--- src/rtl/alu_ctrl_pkg.sv ---
// rtl/alu_ctrl_pkg.sv - Shared types and constants for the ALU control issue stage
package alu_ctrl_pkg;

    typedef enum logic [4:0] {
        OP_AND     = 5'b00000,
        OP_OR      = 5'b00001,
        OP_LUI     = 5'b00010,
        OP_XOR     = 5'b00011,
        OP_SLL     = 5'b00100,
        OP_SRL     = 5'b00101,
        OP_BLT     = 5'b00110,
        OP_BGE     = 5'b00111,
        OP_BEQ     = 5'b01000,
        OP_BNE     = 5'b01001,
        OP_SUB     = 5'b01010,
        OP_ADD     = 5'b01011,
        OP_SLT     = 5'b01100,
        OP_SRA     = 5'b01101,
        OP_SLTU    = 5'b01110,
        OP_MUL     = 5'b10000,
        OP_MULH    = 5'b10001,
        OP_MULHSU  = 5'b10010,
        OP_MULHU   = 5'b10011,
        OP_DIV     = 5'b10100,
        OP_DIVU    = 5'b10101,
        OP_REM     = 5'b10110,
        OP_REMU    = 5'b10111,
        OP_ILLEGAL = 5'b11111
    } op_e;

    typedef enum logic [1:0] {
        ALUOP_MEM = 2'b00,
        ALUOP_BR  = 2'b01,
        ALUOP_RI  = 2'b10,
        ALUOP_JL  = 2'b11
    } aluop_e;

    localparam logic [6:0] F7_BASE = 7'b0000000;
    localparam logic [6:0] F7_ALT  = 7'b0100000;
    localparam logic [6:0] F7_MEXT = 7'b0000001;

    typedef enum logic [1:0] {
        IDLE  = 2'b00,
        WAIT  = 2'b01,
        VALID = 2'b10
    } state_e;

endpackage

--- src/rtl/alu_ctrl_decode.sv ---
// rtl/alu_ctrl_decode.sv - Combinational ALUOp/Funct3/Funct7 decode to op, illegal, multi and latency
// M-extension group decoded only when ALU_CTRL_MEXT_EN is defined.
import alu_ctrl_pkg::*;

module alu_ctrl_decode #(
    parameter int MUL_LAT = 3,
    parameter int DIV_LAT = 33,
    parameter int CNT_W   = 6
) (
    input  logic [1:0]       aluop,
    input  logic             rtype,
    input  logic [2:0]       funct3,
    input  logic [6:0]       funct7,
    output op_e              op,
    output logic             illegal,
    output logic             multi,
    output logic [CNT_W-1:0] lat
);

    // Latency only matters when multi is set; funct3[2] splits MUL from DIV/REM.
    assign lat = funct3[2] ? CNT_W'(DIV_LAT) : CNT_W'(MUL_LAT);

    always_comb begin
        op      = OP_ADD;
        illegal = 1'b0;
        multi   = 1'b0;
        case (aluop_e'(aluop))
            ALUOP_MEM: op = OP_ADD;
            ALUOP_JL:  op = OP_LUI;
            ALUOP_BR: begin
                case (funct3)
                    3'b000:  op = OP_BEQ;
                    3'b001:  op = OP_BNE;
                    3'b100:  op = OP_BLT;
                    3'b101:  op = OP_BGE;
                    default: illegal = 1'b1;
                endcase
            end
            ALUOP_RI: begin
                if (rtype && funct7 == F7_MEXT) begin
`ifdef ALU_CTRL_MEXT_EN
                    op    = op_e'({2'b10, funct3});
                    multi = 1'b1;
`else
                    illegal = 1'b1;
`endif
                end else if (rtype && funct7 != F7_BASE && funct7 != F7_ALT) begin
                    illegal = 1'b1;
                end else begin
                    case (funct3)
                        3'b000:  op = (rtype && funct7 == F7_ALT) ? OP_SUB : OP_ADD;
                        3'b001:  op = OP_SLL;
                        3'b010:  op = OP_SLT;
                        3'b011:  op = OP_SLTU;
                        3'b100:  op = OP_XOR;
                        3'b101:  op = funct7[5] ? OP_SRA : OP_SRL;
                        3'b110:  op = OP_OR;
                        default: op = OP_AND;
                    endcase
                end
            end
            default: op = OP_ADD;
        endcase
        if (illegal) begin
            op = OP_ILLEGAL;
        end
    end

endmodule

--- src/rtl/alu_ctrl_issue.sv ---
// rtl/alu_ctrl_issue.sv - Registered, handshaked ALU control issue stage between ID and EX
// Multi-cycle MUL/DIV wait path is built only when ALU_CTRL_MEXT_EN is defined.
import alu_ctrl_pkg::*;

module alu_ctrl_issue #(
    parameter int OP_W    = 5,
    parameter int MUL_LAT = 3,
    parameter int DIV_LAT = 33
) (
    input  logic            clk,
    input  logic            reset,
    input  logic            in_valid,
    output logic            in_ready,
    input  logic [1:0]      in_aluop,
    input  logic            in_rtype,
    input  logic [2:0]      in_funct3,
    input  logic [6:0]      in_funct7,
    input  logic            in_flush,
    output logic            out_valid,
    input  logic            out_ready,
    output logic [OP_W-1:0] out_op,
    output logic            out_illegal,
    output logic            out_multi,
    output logic            busy
);

    localparam int MAX_LAT = (MUL_LAT > DIV_LAT) ? MUL_LAT : DIV_LAT;
    localparam int CNT_W   = $clog2(MAX_LAT + 1);

    op_e              dec_op;
    logic             dec_illegal;
    logic             dec_multi;
    logic [CNT_W-1:0] dec_lat;
    logic [OP_W-1:0]  op_d;

    state_e           state_q;
    logic             valid_q;
    logic             illegal_q;
    logic [OP_W-1:0]  op_q;

    logic             busy_w;
    logic             wait_done;
    logic             go_wait;
    logic             accept;

    alu_ctrl_decode #(
        .MUL_LAT (MUL_LAT),
        .DIV_LAT (DIV_LAT),
        .CNT_W   (CNT_W)
    ) u_decode (
        .aluop   (in_aluop),
        .rtype   (in_rtype),
        .funct3  (in_funct3),
        .funct7  (in_funct7),
        .op      (dec_op),
        .illegal (dec_illegal),
        .multi   (dec_multi),
        .lat     (dec_lat)
    );

    assign op_d     = dec_illegal ? {OP_W{1'b1}} : OP_W'(dec_op);
    assign in_ready = ~busy_w & (~valid_q | out_ready);
    assign accept   = in_valid & in_ready & ~in_flush;

`ifdef ALU_CTRL_MEXT_EN
    logic [CNT_W-1:0] cnt_q;
    logic             busy_q;
    logic             multi_q;

    // Countdown loaded with LAT-1 so the op becomes valid exactly LAT cycles after accept.
    always_ff @(posedge clk or posedge reset) begin
        if (reset) begin
            cnt_q   <= '0;
            busy_q  <= 1'b0;
            multi_q <= 1'b0;
        end else if (in_flush) begin
            cnt_q  <= '0;
            busy_q <= 1'b0;
        end else if (accept) begin
            multi_q <= dec_multi;
            if (dec_multi) begin
                cnt_q  <= dec_lat - CNT_W'(1);
                busy_q <= 1'b1;
            end
        end else if (busy_q) begin
            if (cnt_q == CNT_W'(1)) begin
                cnt_q  <= '0;
                busy_q <= 1'b0;
            end else begin
                cnt_q <= cnt_q - CNT_W'(1);
            end
        end
    end

    assign busy_w    = busy_q;
    assign wait_done = busy_q & (cnt_q == CNT_W'(1));
    assign go_wait   = dec_multi;
    assign out_multi = multi_q;
`else
    logic unused_dec;

    assign unused_dec = dec_multi ^ (^dec_lat);
    assign busy_w     = 1'b0;
    assign wait_done  = 1'b0;
    assign go_wait    = 1'b0;
    assign out_multi  = 1'b0;
`endif

    always_ff @(posedge clk or posedge reset) begin
        if (reset) begin
            state_q   <= IDLE;
            valid_q   <= 1'b0;
            illegal_q <= 1'b0;
            op_q      <= OP_W'(OP_ADD);
        end else if (in_flush) begin
            state_q <= IDLE;
            valid_q <= 1'b0;
        end else if (accept) begin
            op_q      <= op_d;
            illegal_q <= dec_illegal;
            if (go_wait) begin
                state_q <= WAIT;
                valid_q <= 1'b0;
            end else begin
                state_q <= VALID;
                valid_q <= 1'b1;
            end
        end else begin
            case (state_q)
                VALID: begin
                    if (out_ready) begin
                        state_q <= IDLE;
                        valid_q <= 1'b0;
                    end
                end
                WAIT: begin
                    if (wait_done) begin
                        state_q <= VALID;
                        valid_q <= 1'b1;
                    end
                end
                default: state_q <= IDLE;
            endcase
        end
    end

    assign busy        = busy_w;
    assign out_valid   = valid_q;
    assign out_op      = op_q;
    assign out_illegal = illegal_q;

endmodule

--- config.mk ---
export PLATFORM = sky130hd
export DESIGN_NAME = alu_ctrl_issue
export DESIGN_NICKNAME = d
export VERILOG_FILES = /design/src/rtl/alu_ctrl_pkg.sv /design/src/rtl/alu_ctrl_decode.sv /design/src/rtl/alu_ctrl_issue.sv
export SDC_FILE = /design/constraint.sdc
export NUM_CORES = 1
export LEC_CHECK = 0
export ABC_AREA = 1
export BUFFER_PORTS_ARGS = -buffer_cell sky130_fd_sc_hd__buf_2
export CORE_UTILIZATION = 47
export DETAILED_ROUTE_END_ITERATION = 8
export PLACE_DENSITY = 0.74
export SYNTH_ARGS = -nofsm -noshare
export SYNTH_HDL_FRONTEND = slang
export SYNTH_HIERARCHICAL = 1
export SYNTH_SLANG_ARGS = --single-unit
--- constraint.sdc ---
create_clock -name clk -period 1.1 [get_ports clk]
set_input_delay 0.165 -clock clk [delete_from_list [all_inputs] [get_ports clk]]
set_output_delay 0.165 -clock clk [all_outputs]
set_load 0.02 [all_outputs]
* Yosys cells after proc, flatten, opt, wreduce, memory -nomap -nowiden
Cells that the tools add are included.
Widths: inputs -> output; s select.
** Operators by class
- Bitwise operators :: 5
- Reductions and logical operators :: 13
- Mux-type cells :: 20
- Equality and inequality tests :: 16
** Operator list (number)
- $pmux 5 s7 :: 1
- $pmux 5 s4 :: 1
- $pmux 4 s4 :: 1
- $mux 5 :: 3
- $eq 3x3->1 const B :: 3
- $mux 1 :: 8
- $eq 7x1->1 const B :: 1
- $eq 7x6->1 const B :: 1
- $ne 7x6->1 const B :: 1
- $reduce_bool 7->1 :: 1
- $eq 2x2->1 const B :: 3
- $eq 3x2->1 const B :: 2
- $mux 2 :: 3
- $reduce_and 2->1 :: 3
- $reduce_bool 3->1 :: 2
- $eq 2x1->1 const B :: 2
- $logic_and 1x1->1 :: 4
- $mux 4 :: 1
- $ne 4x4->1 const B :: 1
- $pmux 2 s2 :: 1
- $reduce_or 4->1 :: 1
- $eq 3x1->1 const B :: 1
- $logic_not 3->1 :: 1
- $ne 3x3->1 const B :: 1
- other kinds (5) :: 7
** Word-level totals
- Register bits after elaboration :: 9
- Output and inout port bits :: 10
- Input port bits :: 18

* Logic depth before layout (Yosys ltp)
Gate-level depths: netlist (run 1).
- Depth after elaboration :: 8
- Mapped depth :: 12
- Gate-level depth less buffers :: 12

* By module
The synthesis (run 1) kept the hierarchy.
** By module, submodules not included
- alu_ctrl_issue :: area each 409.1 µm², cells an instance 52, instances 1
- alu_ctrl_decode :: area each 325.3 µm², cells an instance 62, instances 1

* Worst setup path after synthesis (run 1)
OpenSTA, ideal clock, no wires.
- Path kind :: input-to-reg
- Start :: input in_aluop[0]
- End :: register op_q[4], in the netlist out_op[4]
- Stages :: 11
- Slack :: -0.042 ns
- Arrival time :: 1.025 ns
- Library setup time :: 0.117 ns
- Data required time :: 0.983 ns
- Path through :: inv_1 > ha_1 > nand3_2 > nand2_1 > nand2_1 > inv_1 > buf_4 > inv_1 > nand2_1 > nand3_1 > nand2_1
** Between the ends
- Cells in the longest elaborated chain, start to end :: 3
** Ends and longest elaborated chain
- from (decl) :: RTL line alu_ctrl_issue.sv:14 : input logic [1:0] in_aluop,
- $eq 2x2->1 or $eq 2x1->1 (tied branches) :: RTL line alu_ctrl_decode.sv:27 : case (aluop_e'(aluop))
- $pmux 1 s2 * :: RTL line alu_ctrl_decode.sv:27
- named net dec_illegal :: RTL line alu_ctrl_issue.sv:31 : logic dec_illegal;
- $mux 5 * :: RTL line alu_ctrl_issue.sv:61 : assign op_d = dec_illegal ? {OP_W{1'b1}} : OP_W'(dec_op);
- to (signal assigned) :: RTL line alu_ctrl_issue.sv:114 : op_q <= OP_W'(OP_ADD);
- to (signal assigned) :: RTL line alu_ctrl_issue.sv:119 : op_q <= op_d;
- to (decl) :: RTL line alu_ctrl_issue.sv:39 : logic [OP_W-1:0] op_q;
The timed path passes the listed nets; every way through them passes the cells marked *.
A chain may end at the register's enable or synchronous reset.

* Final worst setup path (run 1)
- Start :: register op_q[0], in the netlist out_op[0]
- End :: output out_op[0]
** RTL lines
- to (decl) :: RTL line alu_ctrl_issue.sv:21 : output logic [OP_W-1:0] out_op,
No word-level cell between the ends.

==> results.ini, run 1 <==
[grt]
grt_max_degree = 9
antenna_found_initial = 0
global_route.overflow_total = 0
grt_pass1_wl_microns = 2260
grt_pass1_vias = 618
track_usage_pct = 21.3

[power_and_ir_drop]
total_power_uw = 973
p_leak_uw = 0.000563
irDropWorstVdd_mv = 1.19
cellPowerDensity_nw_per_um2 = 1060

[routing]
firstDrtPassIters = 4
dr.first_iter.drc_count = 17
wirelength_microns = 1410
via_count = 722
wire_per_inst_microns = 9.15
vias_per_cell = 4.69
post-route-drc-count = 0
ant_nets = 0

[min_path]
holdPathStages = 2
min_from = in_flush
hold_path.class = input pin to register
hold_end = out_valid$_DFFE_PP0P_

[floorplanning]
io_pins = 28
initial_core_util_pct = 51.8
die_w_microns = 40.1
core_sq_um = 1320
dieArea_sq_um = 1610
num_rows = 13
die_y_microns = 40.1

[final_layout]
final_util_pct = 69.6
drive_gt1_share_pct = 33.1
mostFrequentLayoutCell = nand2_1
mostFrequentLayoutCells = 42 x nand2_1, 21 x buf_2, 16 x inv_1
diodes = 0
final-instance-count-excl-fill = 154
syn_to_final_growth_pct = 34.5
fin_nets = 162
finish.instance_area_sq_um = 917

[setup_path]
path_class = register to output pin
worstReg2RegEnd = state_q[1]$_DFFE_PP0P_
crit_chain = buf_6
worstPathArrival_ns = 0.91
critPathSlowestCell = dfstp_2
r2r-start = out_valid$_DFFE_PP0P_
rr_worst_depth = 4
startpoint_type = register
cp_slowest_stage_delay_ns = 0.54
worstPathRequired_ns = 0.94
cp.buffers_inverters = 1
crit_cells = 1
critPathCaptureType = output pin
cpLargestDelayFamily = flip-flops
cp_max_fo = 2
reg2reg_slack_ns = 0.15

[logic_synthesis]
syn-instance-count = 106
yosysWarnings = 6
postSynthAreaPerCell_sq_um = 6.43
netlist_area_sq_um = 682

[cts]
cts_buffer_depth = 2
numCtsBuffers = 3
clockRootBuffer = clkbuf_4
tritoncts = yes
cts_sinks = 8
insertion_delay_ns = 0.25
clk_pin_slew_ns = 0.05
ctsHtreeMaxLevel = 1

[timing]
hold_viol_final = 0
fin_crit_sh_pct = 97.6
fin_skew_ns = 0.000993
period_minus_slack_ns = 1.07
fin_ws_ns = 0.0269
setup_viol = 0
fmax_mhz = 932
report.final.slew_viol_count = 0
rsz0062_at_grt = true

[placement]
routabilityCongestion = 0.809
hpwl_microns = 1160
dp_cells = 148
port_buffers = 25
post-place-ws_ns = -0.188
place_area_sq_um = 840

[run]
max-cap-violations = 0

[status]
status = complete, no violations

-- through the flow --
stage,hold WS [ns],TNS (ns)
4_1_cts,0.122,0
3_5_place_dp,0.121,-1.02
5_1_grt,0.128,-0.000509
6_report,0.129,0
2_1_floorplan,-0.0215,0
3_3_place_gp,0.112,-0.864
-- area by class of cell --
cell class	instances	area, sq um
clock buffer	4	26.3
multi-input combinational	79	410
sequential	8	204
tap	15	18.8
inverter	17	63.8
timing repair buffer	31	194
fill	137	400
-- worst max path at each step --
stage | start | end | slack (ns)
final | out_op[0]$_DFFE_PP1P_ | out_op[0] | 0.03
after global routing | out_op[0]$_DFFE_PP1P_ | out_op[0] | -0.0005
after CTS | out_op[0]$_DFFE_PP1P_ | out_op[0] | 0.01
after detailed placement | in_aluop[0] | out_op[0]$_DFFE_PP1P_ | -0.19
after global placement | in_aluop[0] | out_op[0]$_DFFE_PP1P_ | -0.16
after floorplan | in_aluop[0] | out_op[4]$_DFFE_PP0P_ | 0.004
-- power by group --
part / internal (uW) / switching [uW] / leakage, uW / total, uW
registers: 352 / 26.9 / 0.0000967 / 379
logic: 152 / 202 / 0.000451 / 354
clock network: 139 / 101 / 0.0000150 / 240
-- per-layer routing --
layer  global-route usage (%)  wire length [microns]  vias up
li1                         -                      -      383
met1                     25.3                    665      321
met2                     37.9                    675       18
met3                     8.33                     68        0
met4                        0                      0        0
met5                        0                      0        -
-- sequential cells by signal, indices dropped and copies added, names as in the netlist --
name         count
out_valid        1
out_illegal      1
state_q          1
out_op           5
-- what timing repair did --
action,CTS,global route
hold endpoints to repair,5,0
setup buffers,1,0
gates resized for setup,4,6
pin swaps,1,0
hold buffers,1,0
endpoints found under the setup margin,4,8
Power figures use the tool's default switching activity.
==> run 2: changes to the inputs <==
Settings changed: CORE_MARGIN from default to 3.
==> run 2 against run 1 <==
Cell area down 1.2%. Utilization is 1.7 points lower. Global-route usage decreased by 4.9 points. Clock power about the same. Routed wire length grew 4.2%. Critical path depth unchanged. Worst setup slack lost 0.0020 ns. Die area increased by 21%. Register-to-register slack barely moved. Sequential share of layout area is 0.28 points higher. Combinational power decreased by 2%.
==> results.ini, run 2 (synthesis results as in run 1) <==
[routing]
wire_per_inst_microns = 9.59  ; +4.9%
ant_nets = 0  ; unchanged
post-route-drc-count = 0  ; unchanged
vias_per_cell = 4.76  ; +1.5%
wl_met1_microns = 682  ; +2.6%
wirelength_microns = 1470  ; +4.2%
firstDrtPassIters = 4  ; unchanged
maxUsedRoutingLayer = met4
dr.first_iter.drc_count = 6  ; -11
wl_met2_microns = 660  ; -2.2%
via_count = 728  ; +0.83%
wl_met3_microns = 114  ; +68%

[grt]
grt_max_degree = 9  ; unchanged
grt_pass1_wl_microns = 2420  ; +6.7%
track_usage_pct = 16.4  ; -4.9 points
antenna_found_initial = 0  ; unchanged
grt_pass1_vias = 619  ; +0.16%
global_route.overflow_total = 0  ; unchanged

[final_layout]
seqCellArea_sq_um = 204  ; unchanged
diodes = 0  ; unchanged
mostFrequentLayoutCell = nand2_1
final-instance-count-excl-fill = 153  ; -0.65%
fillCellCount = 130  ; -5.1%
multiInputGateArea_sq_um = 410  ; unchanged
syn_to_final_growth_pct = 32.8
mostFrequentLayoutCells = 42 x nand2_1, 21 x buf_2, 15 x inv_1
largest_register_ffs = 5  ; unchanged
fin_nets = 161  ; -0.62%
drive_gt1_share_pct = 33.3  ; +0.24 points

[setup_path]
critPathCaptureType = output pin
cp_max_fo = 2  ; unchanged
cp.buffers_inverters = 1  ; unchanged
path_class = register to output pin
worstPathRequired_ns = 0.94  ; about the same
worstPathArrival_ns = 0.91  ; about the same
cpLargestDelayFamily = flip-flops
cp_slowest_stage_delay_ns = 0.53  ; about the same
startpoint_type = register
crit_chain = buf_4
critPathSlowestCell = dfstp_2

[timing]
rsz0062_at_grt = true
fmax_mhz = 930  ; -0.19%
hold_viol_final = 0  ; unchanged
fin_skew_ns = 0.00409  ; +0.00309 ns
finalSetupTns_ns = 0  ; unchanged
period_minus_slack_ns = 1.08  ; +0.00203 ns
holdWs_ns = 0.115  ; -0.0141 ns
report.final.slew_viol_count = 0  ; unchanged
fin_crit_sh_pct = 97.7  ; +0.18 points
setup_viol = 0  ; unchanged

[floorplanning]
die_w_microns = 44.1  ; +10%
dieArea_sq_um = 1940  ; +21%
io_pins = 28  ; unchanged
initial_core_util_pct = 51.1  ; -0.63 points
num_rows = 13  ; unchanged
core_sq_um = 1330  ; +1.2%
die_y_microns = 44.1  ; +10%

[min_path]
hold_path.class = input pin to register

[run]
max-cap-violations = 0  ; unchanged

[placement]
dp_cells = 147  ; -0.68%
port_buffers = 25  ; unchanged
routabilityCongestion = 0.829  ; +2.4%
hpwl_microns = 1190  ; +2.1%

[cts]
ctsHtreeMaxLevel = 1  ; unchanged
clk_pin_slew_ns = 0.06  ; about the same
tritoncts = yes
cts_sinks = 8  ; unchanged
numCtsBuffers = 3  ; unchanged
cts_buffer_depth = 2  ; unchanged
clockRootBuffer = clkbuf_4
insertion_delay_ns = 0.25  ; about the same

[power_and_ir_drop]
cellPowerDensity_nw_per_um2 = 1070  ; +0.51%
irDropWorstVdd_mv = 0.980  ; -18%
p_leak_uw = 0.000555  ; -1.4%
total_power_uw = 966  ; -0.73%

[status]
status = complete, no violations

## run 2: metal layers
layer | global-route usage (%) | vias up
li1 | - | 383
met5 | 0 | -
met4 | 2.41 | 0
met3 | 6.10 | 2
met2 | 25.0 | 22
met1 | 22.7 | 321
## run 2: power breakdown
part	switching, uW	internal (uW)
Sequential	24.6	351
Combinational	202	146
Clock	103	139
Total	330	636
## run 2: final cells by class
| cell class | instances | area share (%) |
|---|---|---|
| Clock buffer | 4 | 2.90 |
| Tap cell | 15 | 2.07 |
| Multi-Input combinational cell | 79 | 45.3 |
| Timing Repair Buffer | 30 | 20.2 |
| Sequential cell | 8 | 22.5 |
| Inverter | 17 | 7.04 |
## run 2: repair_timing
| action | 4_1_cts | 5_1_grt |
|---|---|---|
| gates resized for setup | 3 | 7 |
| setup buffers | 1 | 0 |
| endpoints found under the setup margin | 3 | 7 |
| pin swaps | 1 | 0 |
| hold endpoints to repair | 5 | 0 |
| hold buffers | 1 | 0 |
## run 2: worst paths after layout
kind                                       startpoint                    end  slack (ns)  cells past startpoint
worst min-delay path                         in_flush  out_valid$_DFFE_PP0P_        0.11                      2
worst max-delay path            out_op[3]$_DFFE_PP1P_              out_op[3]        0.02                      1
worst max register to register  out_valid$_DFFE_PP0P_  out_op[4]$_DFFE_PP0P_        0.15                      5
max in group asynchronous                       reset  out_op[1]$_DFFE_PP1P_        0.43                      3
worst min register to register  out_op[3]$_DFFE_PP1P_  out_op[3]$_DFFE_PP1P_        0.46                      2
min in group asynchronous                       reset  out_op[4]$_DFFE_PP0P_        0.39                      3
## run 2: stage by stage
step | setup slack, ns | utilization [%] | cell area (sq um)
after global placement | -0.177 | 62.4 | 832
after floorplan | 0.00417 | - | 688
after global routing | -0.00141 | 67.9 | 906
final | 0.0248 | 67.9 | 906
after CTS | 0.00128 | 66.2 | 883
after detailed placement | -0.221 | 62.4 | 832
